<file path="src/rtl/fb_port_arbiter.sv">
// fb_port_arbiter
//   Arbitrates a single-port frame-buffer RAM between the display read path
//   and a small write buffer fed by the UART pixel receiver. Reads always win
//   unless the optional starvation guard forces a write.
//
//   Optional feature: define FB_STARVE_GUARD_EN to build the starvation guard
//   (forced write after STARVE_MAX consecutive full-FIFO read cycles).
//
// Ports
//   clk_sys     system clock, rising edge
//   rst_n       synchronous active-low reset
//   wr_valid    pixel push strobe            wr_data    pixel value
//   wr_ready    buffer can accept a pixel this cycle
//   rd_req      display read request         rd_addr    read address
//   rd_valid    returned pixel valid         rd_data    returned pixel
//   ram_addr    RAM address (registered)     ram_wdata  RAM write data
//   ram_we      RAM write enable             ram_q      RAM read data
//   wr_ptr      next frame write address
//   frame_done  one-cycle pulse on the write to the last pixel
//   overflow    sticky: a pixel was pushed while the buffer was full
//   rd_miss     one-cycle pulse when a read was displaced by a forced write

module fb_port_arbiter #(
  parameter int unsigned ADDR_W     = 19,
  parameter int unsigned DATA_W     = 3,
  parameter int unsigned MAX_PIXELS = 307200,
  parameter int unsigned FIFO_DEPTH = 4,
  parameter int unsigned STARVE_MAX = 8
) (
  input  logic              clk_sys,
  input  logic              rst_n,
  input  logic              wr_valid,
  input  logic [DATA_W-1:0] wr_data,
  output logic              wr_ready,
  input  logic              rd_req,
  input  logic [ADDR_W-1:0] rd_addr,
  output logic              rd_valid,
  output logic [DATA_W-1:0] rd_data,
  output logic [ADDR_W-1:0] ram_addr,
  output logic [DATA_W-1:0] ram_wdata,
  output logic              ram_we,
  input  logic [DATA_W-1:0] ram_q,
  output logic [ADDR_W-1:0] wr_ptr,
  output logic              frame_done,
  output logic              overflow,
  output logic              rd_miss
);

  localparam int unsigned PTR_W = (FIFO_DEPTH > 1) ? $clog2(FIFO_DEPTH) : 1;
  localparam int unsigned CNT_W = $clog2(FIFO_DEPTH + 1);

  typedef enum logic [1:0] {
    IDLE,
    READ,
    WRITE
  } state_t;

  state_t state_q, state_d;

  // ---------------------------------------------------------------------
  // Write buffer
  // ---------------------------------------------------------------------
  logic [DATA_W-1:0] fifo_mem [FIFO_DEPTH];
  logic [PTR_W-1:0]  head_q, tail_q;
  logic [CNT_W-1:0]  count_q;
  logic              fifo_full, fifo_empty;
  logic              push, pop;
  logic [DATA_W-1:0] fifo_head;

  assign fifo_full  = (count_q == CNT_W'(FIFO_DEPTH));
  assign fifo_empty = (count_q == '0);
  assign fifo_head  = fifo_mem[head_q];

  // A pop in the same cycle frees a slot, so a push alongside it is accepted
  // even when full and occupancy stays constant.
  assign wr_ready = !fifo_full || pop;
  assign push     = wr_valid && wr_ready;

  function automatic logic [PTR_W-1:0] ptr_inc(input logic [PTR_W-1:0] p);
    return (p == PTR_W'(FIFO_DEPTH - 1)) ? '0 : p + PTR_W'(1);
  endfunction

  always_ff @(posedge clk_sys) begin
    if (push) begin
      fifo_mem[tail_q] <= wr_data;
    end
  end

  always_ff @(posedge clk_sys) begin
    if (!rst_n) begin
      head_q  <= '0;
      tail_q  <= '0;
      count_q <= '0;
    end else begin
      if (push) begin
        tail_q <= ptr_inc(tail_q);
      end
      if (pop) begin
        head_q <= ptr_inc(head_q);
      end
      case ({push, pop})
        2'b10:   count_q <= count_q + CNT_W'(1);
        2'b01:   count_q <= count_q - CNT_W'(1);
        default: count_q <= count_q;
      endcase
    end
  end

  always_ff @(posedge clk_sys) begin
    if (!rst_n) begin
      overflow <= 1'b0;
    end else if (wr_valid && !wr_ready) begin
      overflow <= 1'b1;
    end
  end

  // ---------------------------------------------------------------------
  // Starvation guard
  // ---------------------------------------------------------------------
  logic starve_force;

`ifdef FB_STARVE_GUARD_EN
  localparam int unsigned STV_W = $clog2(STARVE_MAX + 1);

  logic [STV_W-1:0] starve_q;
  logic             starve_cond;

  assign starve_cond  = fifo_full && rd_req;
  // The cycle that would be the STARVE_MAX-th consecutive starved cycle is
  // itself turned into the forced write.
  assign starve_force = starve_cond && (starve_q == STV_W'(STARVE_MAX - 1));

  always_ff @(posedge clk_sys) begin
    if (!rst_n) begin
      starve_q <= '0;
      rd_miss  <= 1'b0;
    end else begin
      rd_miss <= starve_force;
      if (!starve_cond || starve_force) begin
        starve_q <= '0;
      end else begin
        starve_q <= starve_q + STV_W'(1);
      end
    end
  end
`else
  assign starve_force = 1'b0;
  assign rd_miss      = 1'b0;
`endif

  // ---------------------------------------------------------------------
  // Arbitration decision
  // ---------------------------------------------------------------------
  always_comb begin
    state_d = IDLE;
    if (starve_force) begin
      state_d = WRITE;
    end else if (rd_req) begin
      state_d = READ;
    end else if (!fifo_empty) begin
      state_d = WRITE;
    end
  end

  assign pop = (state_d == WRITE);

  // ---------------------------------------------------------------------
  // Registered RAM port, write pointer and read-return pipeline
  // ---------------------------------------------------------------------
  logic last_pixel;
  logic rd_stage2;

  assign last_pixel = (wr_ptr == ADDR_W'(MAX_PIXELS - 1));

  always_ff @(posedge clk_sys) begin
    if (!rst_n) begin
      state_q    <= IDLE;
      ram_addr   <= '0;
      ram_wdata  <= '0;
      ram_we     <= 1'b0;
      wr_ptr     <= '0;
      frame_done <= 1'b0;
      rd_stage2  <= 1'b0;
      rd_valid   <= 1'b0;
    end else begin
      state_q    <= state_d;
      ram_we     <= 1'b0;
      frame_done <= 1'b0;
      case (state_d)
        READ: begin
          ram_addr <= rd_addr;
        end
        WRITE: begin
          ram_addr   <= wr_ptr;
          ram_wdata  <= fifo_head;
          ram_we     <= 1'b1;
          wr_ptr     <= last_pixel ? '0 : wr_ptr + ADDR_W'(1);
          frame_done <= last_pixel;
        end
        default: begin
        end
      endcase
      // state_q == READ marks the cycle the read address is on the RAM;
      // two more stages cover the RAM address and output registers.
      rd_stage2 <= (state_q == READ);
      rd_valid  <= rd_stage2;
    end
  end

  assign rd_data = rd_valid ? ram_q : '0;

endmodule

</file>
<file path="config.mk">
export PLATFORM = sky130hd
export DESIGN_NAME = fb_port_arbiter
export DESIGN_NICKNAME = d
export VERILOG_FILES = /design/src/rtl/fb_port_arbiter.sv
export SDC_FILE = /design/constraint.sdc
export NUM_CORES = 1
export LEC_CHECK = 0
export ABC_AREA = 1
export BUFFER_PORTS_ARGS = -buffer_cell sky130_fd_sc_hd__buf_2
export CAP_MARGIN = 10
export CORE_ASPECT_RATIO = 2
export CORE_UTILIZATION = 40
export DETAILED_ROUTE_END_ITERATION = 7
export GPL_TIMING_DRIVEN = 0
export HOLD_SLACK_MARGIN = 0.1
export RECOVER_POWER = 25
export SETUP_SLACK_MARGIN = 0.3
export SLEW_MARGIN = 20
export SYNTH_ARGS = -nofsm -noshare
export SYNTH_HDL_FRONTEND = slang
export SYNTH_SLANG_ARGS = --single-unit
</file>
<file path="constraint.sdc">
create_clock -name clk_sys -period 3.21 [get_ports clk_sys]
set_clock_uncertainty 0.15 [all_clocks]
set_input_delay 0.1605 -clock clk_sys [delete_from_list [all_inputs] [get_ports clk_sys]]
set_output_delay 0.1605 -clock clk_sys [all_outputs]
set_load 0.1 [all_outputs]
</file>
==> metrics.csv <==
stage,metric,value,unit
floorplan,core area,7540,sq um
clock_tree,CTS tree,built,
clock_tree,clock latency on the worst-skew pair,330,ps
floorplan,DIE AREA,8140,sq um
synthesis,number of register bits inferred by synthesis,66,
synthesis,cell area after synthesis,3110,sq um
grt,initial antenna violation count,0,
critical_path,Worst EP arrival,2060,ps
timing,fmax,502,MHz
synthesis,synthesized instance count,419,
timing,setup TNS,0,ps
placed_design,dpl ws,1230,ps
grt,number of global-route vias before repair,2892,
critical_path,startpoint types,flop,
power,total power,2.47,mW
layout,register area,1440,sq um
timing,Worst Slack Setup Final,1220,ps
power,Pleak,1.89,nW
power,Logic pwr share,0.230,
grt,grt total ovfl,0,
grt,GR peak layer,met2,
routing,First DRT Iteration DRCs,100,
clock_tree,clk root buf,clkbuf_16,
grt,Total GRT Usage,0.217,
clock_tree,# H-tree levels,3,
critical_path,CP Cell Sequence,inv_2 > nand2_2 > nand2_2 > nor2_1 > inv_1 > fa_1 > or2_1 > a21oi_1 > nor2_1,
routing,routed len/inst,12.9,um
clock_tree,Clock Sinks,66,
layout,# nets final,564,
placed_design,Port Buf Inserts,75,
power,Sequential Power Share,0.377,
timing,# setup viols final,0,
grt,met2 usage,0.409,
routing,Via Count,2994,
synthesis,Post-Syn Nets,455,
floorplan,Die H,127,um
floorplan,IO Pins,79,
floorplan,die span in x,64.3,um
clock_tree,CTS max path bufs,2,
timing,max_slew headroom,0.224,
synthesis,Mapped Avg Cell Area,7.41,sq um
timing,RSZ-0062 raised after global routing,false,
critical_path,"Max FO, Critical Path",5,
routing,vias per cell,4.78,
critical_path,critical path's slowest cell,dfxtp_1,
routing,drt drc,0,
synthesis,distinct cell type count after synthesis,32,
min_path,worst hold path cell count,2,
timing,Hold Fails Final Rpt,0,
min_path,Worst Hold Class,in2reg,
clock_tree,CTS buffer count,9,
layout,share of layout cells above drive strength 1,0.179,
power,Cell Int Power,1.67,mW
routing,Detailed Routing Iterations Pass 1,6,
layout,Syn-to-layout area delta,31.8,%
power,PD cells,604,nW/um^2
placed_design,post-DP HPWL,6100,um
power,switching pwr,804,uW
synthesis,sequential share of the synthesized area,0.464,
job,max-cap viol count,0,
timing,Tightest Pin Transition,1170,ps
timing,Slew Limit Fails,0,
grt,met1 global-route usage,0.204,
critical_path,critical path class,reg2reg,
power,VDD IR max,0.000333,V
grt,met3 usage,0.0594,
timing,Final min period,1990,ps
critical_path,CP Capture Type,flop,
layout,Ant. Diodes,0,
routing,post-route ant nets,0,
layout,most frequent cells in the layout,"nand2_1 (106), buf_2 (62), inv_1 (57), dfxtp_1 (54), nor2_1 (53)",
layout,Multi-input gate area,1340,sq um
synthesis,Synth warnings,0,
layout,fillers,772,
floorplan,number of core rows,45,
timing,Tcrit/Tclk final,0.620,
clock_tree,Clock Pin Slew Worst Setup and Hold Paths,50,ps
critical_path,worst stage delay on the critical path,410,ps
routing,Total Wirelength,8080,um
layout,"most common cell after layout, fill and taps aside",nand2_1,
grt,first-pass GRT wire length,13200,um
power,switching part of the total,0.325,
grt,pin count of the biggest net entering global routing,12,
critical_path,cell count of the worst reg-to-reg path,9,
outcome,status,"finished, final reports clean",
placed_design,Routability Congestion,0.888,
power,Clock Power Share,0.393,
critical_path,CP required,3280,ps
floorplan,Starting Density,0.412,
synthesized netlist by cell type, drive strengths merged:
cell	instances	area share
a211oi	1	0.0024
a21oi	13	0.025
a31oi	4	0.0081
and3	1	0.0020
buf	11	0.023
clkbuf	5	0.0060
conb	1	0.0012
dfxtp	54	0.35
edfxtp	12	0.12
fa	1	0.0064
ha	6	0.024
inv	60	0.073
nand2	110	0.14
nand3	32	0.053
nand4	8	0.016
nor2	59	0.082
nor3	8	0.013
o211ai	4	0.0097
o21ai	20	0.032
o21bai	2	0.0048
o22ai	1	0.0020
or2	1	0.0020
xor2	5	0.014
state kept, by name (all words and copies together), names as in the netlist:
name / cells
rd_stage2: 1
frame_done: 1
ram_wdata: 3
ram_we: 1
count_q: 3
rd_valid: 1
ram_addr: 19
overflow: 1
state_q: 1
wr_ptr: 19
tail_q: 2
head_q: 2
fifo_mem: 12
layer usage:
layer,vias up,routed length (um)
li1,1541,-
met1,1353,2920
met2,78,4520
met3,22,339
met4,0,302
met5,-,0
per-stage QoR:
step	hold WS (ps)	utilization	instances	area, sq um
5_1_grt	145	0.542	626	4090
6_report	130	0.542	626	4090
4_1_cts	126	0.547	626	4130
3_5_place_dp	228	0.477	588	3600
3_3_place_gp	220	0.477	588	3600
2_1_floorplan	109	-	419	3110
what timing repair did:
item | in CTS | in global routing
hold buffers | 23 | 0
gates resized for setup | 0 | 0
buffers inserted | 0 | 0
endpoints found under the hold margin | 34 | 0
worst paths after layout:
| kind | start | to | slack [ps] |
|---|---|---|---|
| min reg2reg | state_q[0] | rd_stage2 | 250 |
| max | count_q[2] | count_q[2] | 1220 |
| max reg2reg | count_q[2] | count_q[2] | 1220 |
| min | rst_n | wr_ptr[2] | 130 |
power groups by stage:
stage	Sequential (mW)	Clock [mW]	Combinational, mW
floorplan	1.14	0	0.237
global placement	0.950	0	0.550
detailed placement	0.951	0	0.556
CTS	0.934	0.992	0.579
global route	0.938	1.02	0.618
finish	0.932	0.972	0.568
cell families (layout without fill, tap and decap cells):
logic type	after synthesis	count (layout)	synth area share
AND/OR/NAND/NOR	219	219	0.305
buffers and inverters	76	189	0.101
flip-flops	66	66	0.464
AO/OA/AOI/OAI	45	45	0.0838
adder cells (fa/ha/maj)	7	7	0.0306
XOR/XNOR	5	5	0.0141
other	1	1	0.00121
area by class of cell:
cell class	count	share of cell area
sequential	66	0.352
multi-input combinational	277	0.327
timing repair buffer	98	0.143
clock buffer	12	0.0627
clock inverter	3	0.00978
buffer	16	0.0211
inverter	60	0.0550
tap	94	0.0287
critical path: cells and delay by family (launching register included):
family                     cells  cell delay, ps
and+or+nand+nor                5             620
buffers and inverters          2             180
adders and majority gates      1             380
DFF                            1             410
AOI/OAI and AO/OA              1             150
Power figures use the tool's default switching activity.
